<file path="config.mk">
export PLATFORM = sky130hd
export DESIGN_NAME = onehot_scan_decoder
export DESIGN_NICKNAME = d
export VERILOG_FILES = /design/src/rtl/onehot_scan_decoder.sv
export SDC_FILE = /design/constraint.sdc
export NUM_CORES = 1
export LEC_CHECK = 0
export ABC_AREA = 1
export BUFFER_PORTS_ARGS = -buffer_cell sky130_fd_sc_hd__buf_2
export CAP_MARGIN = 15
export CORE_AREA = 4 4 41 43
export CTS_CLUSTER_DIAMETER = 150
export CTS_CLUSTER_SIZE = 12
export DETAILED_ROUTE_END_ITERATION = 7
export DIE_AREA = 0 0 45 47
export MAX_ROUTING_LAYER = met4
export PLACE_DENSITY = 0.56
export SETUP_SLACK_MARGIN = 0.4
export SLEW_MARGIN = 15
export SYNTH_ARGS = -nofsm -noshare
export SYNTH_HDL_FRONTEND = slang
export SYNTH_SLANG_ARGS = --single-unit
</file>
<file path="constraint.sdc">
create_clock -name clk -period 1.8 [get_ports clk]
set_input_delay 0.09 -clock clk [delete_from_list [all_inputs] [get_ports clk]]
set_output_delay 0.09 -clock clk [all_outputs]
set_load 0.1 [all_outputs]
</file>
<file path="src/rtl/onehot_scan_decoder.sv">
// Registered N-to-2^N one-hot decoder with an enable and an auto-scan mode.
// Direct mode decodes a; scan mode walks the output through every position for DWELL cycles each.
module onehot_scan_decoder #(
   parameter int N     = 2,
   parameter int DWELL = 4
) (
   input  logic              clk,
   input  logic              reset,
   input  logic              en,
   input  logic              mode,
   input  logic              load,
   input  logic [N-1:0]      a,
   output logic [2**N-1:0]   y,
   output logic [N-1:0]      idx,
   output logic              wrap
);

   localparam int M  = 2 ** N;
   localparam int CW = (DWELL > 1) ? $clog2(DWELL) : 1;
   localparam logic [CW-1:0] CNT_LAST = CW'(DWELL - 1);

   logic [N-1:0]  idx_q, idx_d;
   logic [CW-1:0] cnt_q, cnt_d;
   logic [M-1:0]  y_q, y_d;
   logic          wrap_q, wrap_d;

   logic [N-1:0]  sel;
   logic          show;
   logic [M-1:0]  onehot;

   // Decoder for the position that will be shown after this edge.
   for (genvar gi = 0; gi < M; gi++) begin : g_dec
      assign onehot[gi] = (sel == N'(gi));
   end

   always_comb begin
      idx_d  = idx_q;
      cnt_d  = cnt_q;
      wrap_d = 1'b0;
      sel    = idx_q;
      show   = 1'b0;
      if (en) begin
         show = 1'b1;
         if (!mode || load) begin
            idx_d = a;
            cnt_d = '0;
            sel   = a;
         end else if (cnt_q != CNT_LAST) begin
            cnt_d = cnt_q + 1'b1;
         end else begin
            // Dwell expired: advance, flagging the wrap from the last position back to 0.
            cnt_d  = '0;
            idx_d  = idx_q + 1'b1;
            sel    = idx_q + 1'b1;
            wrap_d = (idx_q == {N{1'b1}});
         end
      end
      y_d = show ? onehot : '0;
   end

   always_ff @(posedge clk or posedge reset) begin
      if (reset) begin
         idx_q  <= '0;
         cnt_q  <= '0;
         y_q    <= '0;
         wrap_q <= 1'b0;
      end else begin
         idx_q  <= idx_d;
         cnt_q  <= cnt_d;
         y_q    <= y_d;
         wrap_q <= wrap_d;
      end
   end

   assign y    = y_q;
   assign idx  = idx_q;
   assign wrap = wrap_q;

endmodule
</file>
==> results.ini, run 1 <==
[logic_synthesis]
synthesis.area_um2=481.7
synth_top_area_share_pct=46.75
synth_cell_type_count=17
syn_area_per_cell_um2=9.445
synthTopCellsByArea=dfrtp_1 47%, ha_1 7.8%, inv_1 5.5%
ys_seq_area_share_pct=46.75
yosysWarnings=0
synth.largest_area_cell=dfrtp_1
syn-num-nets=61
netlist_instances=51
ys_ff_latch=9

[global_route]
grt_use_met2_pct=14.69
grt_usage_pct=11.52
grt_pass1_vias=343
grtUsageMet1_pct=12.59
grt_pass1_wl_mm=1.504
antenna_found_initial=0
grt_overflow_total=0
grt.busiest_layer=met4
grt_max_degree=11
met3_usage_pct=2.682

[cells_and_area]
nets=79
area_delta_synth_final_pct=26.75
fin_area_um2=610.6
diodes=0
layout-drive-gt1-share_pct=50.00

[timing]
fmax_mhz=794.5
period_share_pct=69.92
rsz0062_at_grt=false
hold_viol_final=0
period_minus_slack_ps=1259
fin_setup_tns_ps=0
hold_ws_ps=105.6
setup-violations-final=0
drv_slew=0
finalClockSkew_ps=0.1470
tightest_slew_ps=485.7
relSlewSlack_pct=67.84

[pwr]
p_leak_nw=0.3308
powerDensity_mw_per_mm2=910.5
power_frac_seq_pct=41.6
switching_share_pct=38.49
p_int_mw=0.3420
pwr-share-comb_pct=29.4
peakVddDrop_v=0.0003532
p_clk_share_pct=29.0
p_switching_mw=0.2140

[run_status]
status=completed

[run]
maxCapViolations=0

[detailed_routing]
ant_nets=0
dr.pass1.iters=3
wirelength_um=874
vias_per_cell=4.482
drt-initial-drc-count=1
drc=0
vias=372
wl_per_cell_um=10.53

[cts]
cts_root_buffer=clkbuf_4
cts_setup_buffers=0
clkTransAtPathRegs_ps=60
cts_sinks=9
numCtsBuffers=3
cts_buffer_depth=2
h-tree-depth=1
clkLatencyLatePin_ps=270
cts_tree=done

[worst_hold_path]
hold_path_end=wrap$_DFF_PP0_
hold_depth=4
min_from=load
hp-class=input pin to flop

[placement]
numPortBuffers=13
post-dp-hpwl_um=622.8
routabilityCongestion=0.7101
post_dp_cell_area_um2=574.3

[worst_setup_path]
cp_max_fo=4
crit_required_ps=1960
criticalPathCategory=flop to flop
worst-r2r-setup-slack_ps=540
startpoint_type=flop
end_kind=flop
r2r-end=y[2]$_DFF_PP0_
r2r_start=idx[0]$_DFF_PP0_
crit_arrival_ps=1420
r2r_cells=7

[floorplanning]
core_area_mm2=0.001301
start_util_pct=37.02
die-area_mm2=0.002115
die_w_um=45
ios=14
die_h_um=47
num_rows=13

[placed cells by master (no fill, tap or decap), drive strengths merged]
master	Yosys	layout
buf	1	13
nor2	5	5
inv	11	11
o22ai	1	1
clkbuf	0	4
ha	3	3
dfrtp	9	9
or2	1	1
nand2	12	12
nand3	6	6
dlygate4sd3	0	1
o21ai	2	2
[cell type report]
cell class	count	area [µm²]
inverters	11	43.79
clock buffers	4	26.28
repair buffers	14	75.07
flip-flops and latches	9	232.7
fillers	133	690.7
multi-input cells	30	214.0
well taps	15	18.77
[power groups by stage]
stage | combinational [mW] | clock (mW) | sequential (mW)
finish | 0.163 | 0.161 | 0.231
CTS | 0.166 | 0.169 | 0.232
detailed placement | 0.163 | 0 | 0.236
floorplan | 0.0558 | 0 | 0.315
global placement | 0.163 | 0 | 0.235
global route | 0.178 | 0.180 | 0.234
[registers in the layout, indices dropped and copies added (netlist names)]
register,cells
cnt_q,2
idx,2
y,4
wrap,1
[cell families after synthesis]
family | Yosys count | share of synthesized area [%]
fa+ha+maj | 3 | 7.793
buf+inv | 12 | 11.43
compound gates | 3 | 3.378
flops | 9 | 46.75
simple gates | 24 | 30.65
[per-layer routing]
metal  part of all wire, %  routed length, µm
met1                    40                350
met3                   7.6                 66
met2                    45                397
met4                   6.9                 60
met5                     0                  0
[critical path, stage by stage (launching register included)]
cell,delay [ps]
dfrtp_4,500
ha_4,240
nand2_1,60
nand2_1,60
nand2_2,80
nand3_4,90
nand2_2,100
nor2_2,30
[what timing repair did]
action	in CTS	in global routing
hold buffers	1	0
endpoints found under the hold margin	9	0
gates resized for setup	0	0
[Yosys cell counts, drive strengths merged]
master,count
nand2,12
buf,1
inv,11
o21ai,2
o22ai,1
nor2,5
nand3,6
dfrtp,9
ha,3
or2,1
[worst max-delay path by stage]
stage                     start              to  slack [ps]  cells past startpoint
3_3_place_gp   idx[0]$_DFF_PP0_  y[2]$_DFF_PP0_         550                      7
6_report       idx[0]$_DFF_PP0_  y[2]$_DFF_PP0_         540                      7
5_1_grt        idx[0]$_DFF_PP0_  y[2]$_DFF_PP0_         440                      7
4_1_cts        idx[0]$_DFF_PP0_  y[2]$_DFF_PP0_         530                      7
2_1_floorplan  idx[0]$_DFF_PP0_  y[2]$_DFF_PP0_         430                      7
3_5_place_dp   idx[0]$_DFF_PP0_  y[2]$_DFF_PP0_         540                      7
[metrics by stage]
stage	utilization [%]	std cells	worst slack (ps)	total power, mW
global placement	44.13	78	554.1	0.3974
global route	46.92	83	435.8	0.5916
finish	46.92	83	541.4	0.5559
CTS	46.92	83	525.9	0.5666
floorplan	-	51	432.1	0.3706
detailed placement	44.13	78	535.9	0.3992
No activity file was read; power rests on OpenSTA's default activity.
==> inputs of run 2 (changes only) <==
==> constraint.sdc (replaced) <==
create_clock -name clk -period 1.2 [get_ports clk]
set_input_delay 0.06 -clock clk [delete_from_list [all_inputs] [get_ports clk]]
set_output_delay 0.06 -clock clk [all_outputs]
set_load 0.1 [all_outputs]
==> run 2 against run 1 <==
Compared with the run above:
- the run now ends with negative setup slack left
- combinational power up 100%
- utilization up 13 points
- maximum frequency up 3.3%
- critical path type unchanged
==> results.ini, run 2 (same netlist as run 1, synthesis figures left out) <==
[run_status]
status=complete, but fails checks  ; was completed
violations=negative setup slack

[timing]
hold_ws_ps=69.78  ; was 105.6 ps
fin_setup_tns_ps=-42.75  ; was 0 ps
finalClockSkew_ps=0.3413  ; was 0.1470 ps
hold_viol_final=0  ; unchanged
fin_ws_ps=-18.58  ; was 541.4 ps
fmax_mhz=820.6  ; was 794.5 MHz
drv_slew=0  ; unchanged
setup-violations-final=3  ; was 0
period_share_pct=101.5  ; was 69.92%
relSlewSlack_pct=75.56  ; was 67.84%
tightest_slew_ps=366.2  ; was 485.7 ps
period_minus_slack_ps=1219  ; was 1259 ps
rsz0062_at_grt=true  ; was false

[detailed_routing]
dr.pass1.iters=2  ; was 3
ant_nets=0  ; unchanged
vias_per_cell=4.600  ; was 4.482
drc=0  ; unchanged
drt-initial-drc-count=1  ; unchanged
wirelength_um=960  ; was 874 µm
vias=391  ; was 372
wl_per_cell_um=11.29  ; was 10.53 µm

[worst_setup_path]
cp_max_fo=4  ; unchanged
r2r_start=idx[1]$_DFF_PP0_  ; was idx[0]$_DFF_PP0_
end_kind=flop  ; unchanged
worst-r2r-setup-slack_ps=-20  ; was 540 ps
crit_required_ps=1360  ; was 1960 ps
crit_arrival_ps=1380  ; was 1420 ps
r2r_cells=7  ; unchanged
r2r-end=y[2]$_DFF_PP0_  ; unchanged
criticalPathCategory=flop to flop  ; unchanged
startpoint_type=flop  ; unchanged

[cells_and_area]
utilization_pct=59.71  ; was 46.92%
fillers=106  ; was 133
diodes=0  ; unchanged
final_cell_mix=7 x buf_12, 6 x dfrtp_2, 6 x buf_2  ; was 13 x buf_2, 7 x inv_1, 7 x nand2_1, 7 x dfrtp_1, 4 x nand2_2
fin_area_um2=777.0  ; was 610.6 µm²
nets=81  ; was 79
final_common_cell=buf_12  ; was buf_2
final_cells=85  ; was 83
layout-drive-gt1-share_pct=68.57  ; was 50.00%
largest_reg_flops=4  ; unchanged
area_delta_synth_final_pct=61.30  ; was 26.75%

[worst_hold_path]
hp-class=input pin to flop  ; unchanged
hold_depth=4  ; unchanged
hold_path_end=wrap$_DFF_PP0_  ; unchanged
min_from=load  ; unchanged

[pwr]
p_switching_mw=0.3466  ; was 0.2140 mW
power_frac_seq_pct=38.4  ; was 41.6%
powerDensity_mw_per_mm2=1199  ; was 910.5 mW/mm²
p_leak_nw=0.3573  ; was 0.3308 nW
switching_share_pct=37.20  ; was 38.49%
p_int_mw=0.5850  ; was 0.3420 mW
pwr-share-comb_pct=35.6  ; was 29.4%
peakVddDrop_v=0.0005562  ; was 0.0003532 V
total_power_mw=0.9315  ; was 0.5559 mW
p_clk_share_pct=26.0  ; was 29.0%

[cts]
cts_setup_buffers=0  ; unchanged
cts_tree=done  ; unchanged
numCtsBuffers=3  ; unchanged
clkLatencyLatePin_ps=270  ; about the same
cts_buffer_depth=2  ; unchanged
h-tree-depth=1  ; unchanged
cts_root_buffer=clkbuf_4  ; unchanged
clkTransAtPathRegs_ps=60  ; about the same
cts_sinks=9  ; unchanged

[placement]
numPortBuffers=13  ; unchanged
post_dp_cell_area_um2=626.9  ; was 574.3 µm²
post-dp-hpwl_um=701.2  ; was 622.8 µm
pre_cts_slack_ps=-28.22  ; was 535.9 ps
numPlacedInstances=80  ; was 78
routabilityCongestion=0.7648  ; was 0.7101

[global_route]
grt_pass1_vias=364  ; was 343
grt_overflow_total=0  ; unchanged
antenna_found_initial=0  ; unchanged
grt_usage_pct=11.93  ; was 11.52%
grt_pass1_wl_mm=1.600  ; was 1.504 mm
grt_max_degree=11  ; unchanged

[floorplanning]
die-area_mm2=0.002115  ; unchanged
die_h_um=47  ; unchanged
num_rows=13  ; unchanged
core_area_mm2=0.001301  ; unchanged
die_w_um=45  ; unchanged
ios=14  ; unchanged
start_util_pct=37.02  ; unchanged

[run]
maxCapViolations=0  ; unchanged

[run 2: cell count changes in the layout (fill, tap and decap cells not counted), sizes merged]
cell,delta
buf,+2
[run 2: what timing repair did]
action	4_1_cts	5_1_grt
cloned	0	0
pin swaps	3	3
hold buffers	1	0
endpoints found under the hold margin	9	0
gates resized for setup	22	7
setup endpoints to repair	16	16
[run 2: worst max path at each step]
stage                startpoint              to  cells past startpoint
6_report       idx[1]$_DFF_PP0_  y[2]$_DFF_PP0_                      7
5_1_grt        idx[1]$_DFF_PP0_  y[3]$_DFF_PP0_                      7
4_1_cts        idx[1]$_DFF_PP0_  y[2]$_DFF_PP0_                      7
3_5_place_dp   idx[1]$_DFF_PP0_  y[2]$_DFF_PP0_                      7
3_3_place_gp   idx[1]$_DFF_PP0_  y[2]$_DFF_PP0_                      7
2_1_floorplan  idx[1]$_DFF_PP0_  y[2]$_DFF_PP0_                      7
[run 2: final cells by class]
type	instances	area (µm²)	area share [%]
multi-input combinational	30	249.0	32.05
sequential	9	240.2	30.92
timing repair buffer	16	198.9	25.60
inverter	11	43.79	5.636
clock buffer	4	26.28	3.382
tap	15	18.77	2.415
[run 2: metal layers]
metal | routed length, µm | part of all wire (%) | track usage, % | up-vias
li1 | - | - | - | 193
met1 | 404 | 42 | 13.52 | 178
met2 | 447 | 47 | 16.10 | 15
met3 | 56 | 5.8 | 2.299 | 5
met4 | 51 | 5.3 | 14.04 | 0
met5 | 0 | 0 | - | -
[run 2: power groups by stage]
stage | sequential, mW | combinational (mW) | clock, mW
4_1_cts | 0.352 | 0.324 | 0.248
3_3_place_gp | 0.350 | 0.290 | 0
2_1_floorplan | 0.474 | 0.0839 | 0
5_1_grt | 0.360 | 0.350 | 0.279
3_5_place_dp | 0.352 | 0.291 | 0
6_report | 0.357 | 0.332 | 0.243
[run 2: worst max-delay path, stage by stage (launching register included)]
cell and delay, ps:
dfrtp_4 490, ha_4 240, nand2_2 50, nand2_2 50, nand2_2 70, nand3_4 90
nand2_4 90, nor2_2 30
==> inputs of run 3 (changes only) <==
--- a/config.mk
+++ b/config.mk
@@ -15,7 +15,7 @@
 export DIE_AREA = 0 0 45 47
 export MAX_ROUTING_LAYER = met4
 export PLACE_DENSITY = 0.56
-export SETUP_SLACK_MARGIN = 0.4
+export SETUP_SLACK_MARGIN = 0.2
 export SLEW_MARGIN = 15
 export SYNTH_ARGS = -nofsm -noshare
 export SYNTH_HDL_FRONTEND = slang
==> run 3 against run 2 <==
Compared with the run above:
- the run still ends with negative setup slack left
- total power fell by 6.2%
- critical path type unchanged
- worst setup slack barely moved
- flip-flop and latch count did not move
- worst hold slack improved by 19 ps
- maximum frequency about the same
- largest cell class is now sequential cells
- die area unchanged
- via count decreased by 7.7%
- sequential share of layout area grew 3.5 points
- first-iteration DRC count rose to 4.0 times the previous value
==> results.ini, run 3 (same netlist as run 1, synthesis figures left out) <==
[run_status]
status=complete, but fails checks  ; unchanged
violations=negative setup slack  ; unchanged

[floorplanning]
start_util_pct=37.02  ; unchanged
ios=14  ; unchanged
die-area_mm2=0.002115  ; unchanged
die_w_um=45  ; unchanged
core_area_mm2=0.001301  ; unchanged
num_rows=13  ; unchanged
die_h_um=47  ; unchanged

[placement]
pre_cts_slack_ps=-27.53  ; was -28.22 ps
numPlacedInstances=80  ; unchanged
post_dp_cell_area_um2=619.3  ; was 626.9 µm²
post-dp-hpwl_um=636.9  ; was 701.2 µm
numPortBuffers=13  ; unchanged
routabilityCongestion=0.7431  ; was 0.7648

[timing]
rsz0062_at_grt=true  ; unchanged
finalClockSkew_ps=4.548  ; was 0.3413 ps
setup-violations-final=3  ; unchanged
drv_slew=0  ; unchanged
period_minus_slack_ps=1219  ; about the same
hold_viol_final=0  ; unchanged
fmax_mhz=820.5  ; was 820.6 MHz
fin_ws_ps=-18.84  ; was -18.58 ps
relSlewSlack_pct=75.43  ; was 75.56%
tightest_slew_ps=368.2  ; was 366.2 ps
period_share_pct=101.6  ; was 101.5%

[pwr]
peakVddDrop_v=0.0004843  ; was 0.0005562 V
p_leak_nw=0.3506  ; was 0.3573 nW
p_clk_share_pct=26.5  ; was 26.0%
pwr-share-comb_pct=34.2  ; was 35.6%
powerDensity_mw_per_mm2=1294  ; was 1199 mW/mm²
p_switching_mw=0.3209  ; was 0.3466 mW
p_int_mw=0.5532  ; was 0.5850 mW
switching_share_pct=36.71  ; was 37.20%
power_frac_seq_pct=39.4  ; was 38.4%

[global_route]
grtUsageMet1_pct=12.62  ; was 13.52%
grt_use_met2_pct=12.43  ; was 16.10%
met3_usage_pct=2.299  ; unchanged
grt_pass1_wl_mm=1.407  ; was 1.600 mm
grt.busiest_layer=met4  ; was met2
grt_usage_pct=10.54  ; was 11.93%
grt_max_degree=11  ; unchanged
grt_overflow_total=0  ; unchanged
antenna_found_initial=0  ; unchanged
grt_pass1_vias=339  ; was 364

[worst_setup_path]
crit_arrival_ps=1370  ; was 1380 ps
cp_max_fo=4  ; unchanged
startpoint_type=flop  ; unchanged
end_kind=flop  ; unchanged
criticalPathCategory=flop to flop  ; unchanged
crit_required_ps=1350  ; was 1360 ps

[cells_and_area]
fillers=129  ; was 106
final_cells=85  ; unchanged
largest_reg_flops=4  ; unchanged
nets=81  ; unchanged
area_delta_synth_final_pct=40.26  ; was 61.30%
diodes=0  ; unchanged
fin_area_um2=675.6  ; was 777.0 µm²
layout-drive-gt1-share_pct=54.29  ; was 68.57%
final_cell_mix=7 x nand2_1, 7 x dfrtp_1, 7 x buf_4  ; was 7 x buf_12, 6 x dfrtp_2, 6 x buf_2

[cts]
cts_tree=done  ; unchanged
cts_root_buffer=clkbuf_4  ; unchanged
clkTransAtPathRegs_ps=60  ; about the same
h-tree-depth=1  ; unchanged
cts_setup_buffers=0  ; unchanged
cts_buffer_depth=2  ; unchanged
cts_sinks=9  ; unchanged
clkLatencyLatePin_ps=260  ; was 270 ps
numCtsBuffers=3  ; unchanged

[worst_hold_path]
hp-class=input pin to flop  ; unchanged

[detailed_routing]
drt-initial-drc-count=4  ; was 1
ant_nets=0  ; unchanged
vias=361  ; was 391
dr.pass1.iters=4  ; was 2
drc=0  ; unchanged
wl_per_cell_um=9.765  ; was 11.29 µm
wirelength_um=830  ; was 960 µm
vias_per_cell=4.247  ; was 4.600

[run]
maxCapViolations=0  ; unchanged

[run 3: cell counts in the layout (fill, tap and decap cells not counted)]
No cell type changed its count.
[run 3: metrics by stage]
step | utilization (%) | hold slack (ps) | power (mW) | TNS, ps
final | 51.92 | 88.69 | 0.8740 | -47.20
after global routing | 51.92 | 110.2 | 0.9279 | -308.4
after CTS | 51.35 | 80.66 | 0.8858 | -66.19
after detailed placement | 47.60 | 41.77 | 0.6399 | -58.79
after global placement | 47.60 | 32.16 | 0.6392 | -34.81
after floorplan | - | -112.0 | 0.5566 | -703.1
[run 3: area by class of cell]
type                       instances  area, µm²  area share (%)
inverter                          11      43.79           6.481
timing repair buffer              16      132.6           19.63
clock buffer                       4      26.28           3.889
tap                               15      18.77           2.778
sequential                         9      232.7           34.44
multi-input combinational         30      221.5           32.78
[run 3: metal layers]
metal	part of all wire, %	wire [µm]
met1	48	399
met2	41	337
met3	5.9	49
met4	5.3	44
met5	0	0
[run 3: path summary, 6_finish.rpt]
path / start / to / slack, ps / depth (start not counted)
setup / recovery: idx[1]$_DFF_PP0_ / y[2]$_DFF_PP0_ / -20 / 7
hold / removal: load / wrap$_DFF_PP0_ / 90 / 4
setup reg to reg: idx[1]$_DFF_PP0_ / y[2]$_DFF_PP0_ / -20 / 7
hold reg to reg: cnt_q[1]$_DFFE_PP0P_ / cnt_q[1]$_DFFE_PP0P_ / 560 / 2
max in group asynchronous: reset / idx[1]$_DFF_PP0_ / 590 / 3
min in group asynchronous: reset / y[2]$_DFF_PP0_ / 310 / 3
[run 3: power groups by stage]
| stage | clock network [mW] | registers [mW] | logic, mW |
|---|---|---|---|
| 2_1_floorplan | 0 | 0.473 | 0.0837 |
| 3_3_place_gp | 0 | 0.349 | 0.290 |
| 3_5_place_dp | 0 | 0.349 | 0.291 |
| 4_1_cts | 0.243 | 0.344 | 0.299 |
| 5_1_grt | 0.261 | 0.347 | 0.320 |
| 6_report | 0.231 | 0.344 | 0.299 |
[run 3: what timing repair did]
| item | 4_1_cts | 5_1_grt |
|---|---|---|
| hold buffers | 1 | 0 |
| pin swaps | 0 | 1 |
| cloned | 0 | 0 |
| endpoints found under the setup margin | 13 | 10 |
| gates resized for setup | 5 | 2 |
| hold endpoints to repair | 9 | 0 |
[run 3: critical path: stages, from the launching register on]
cell and delay [ps]:
dfrtp_4 480, ha_4 230, nand2_1 50, nand2_1 60
nand2_2 70, nand3_4 100, nand2_4 90, nor2_2 30
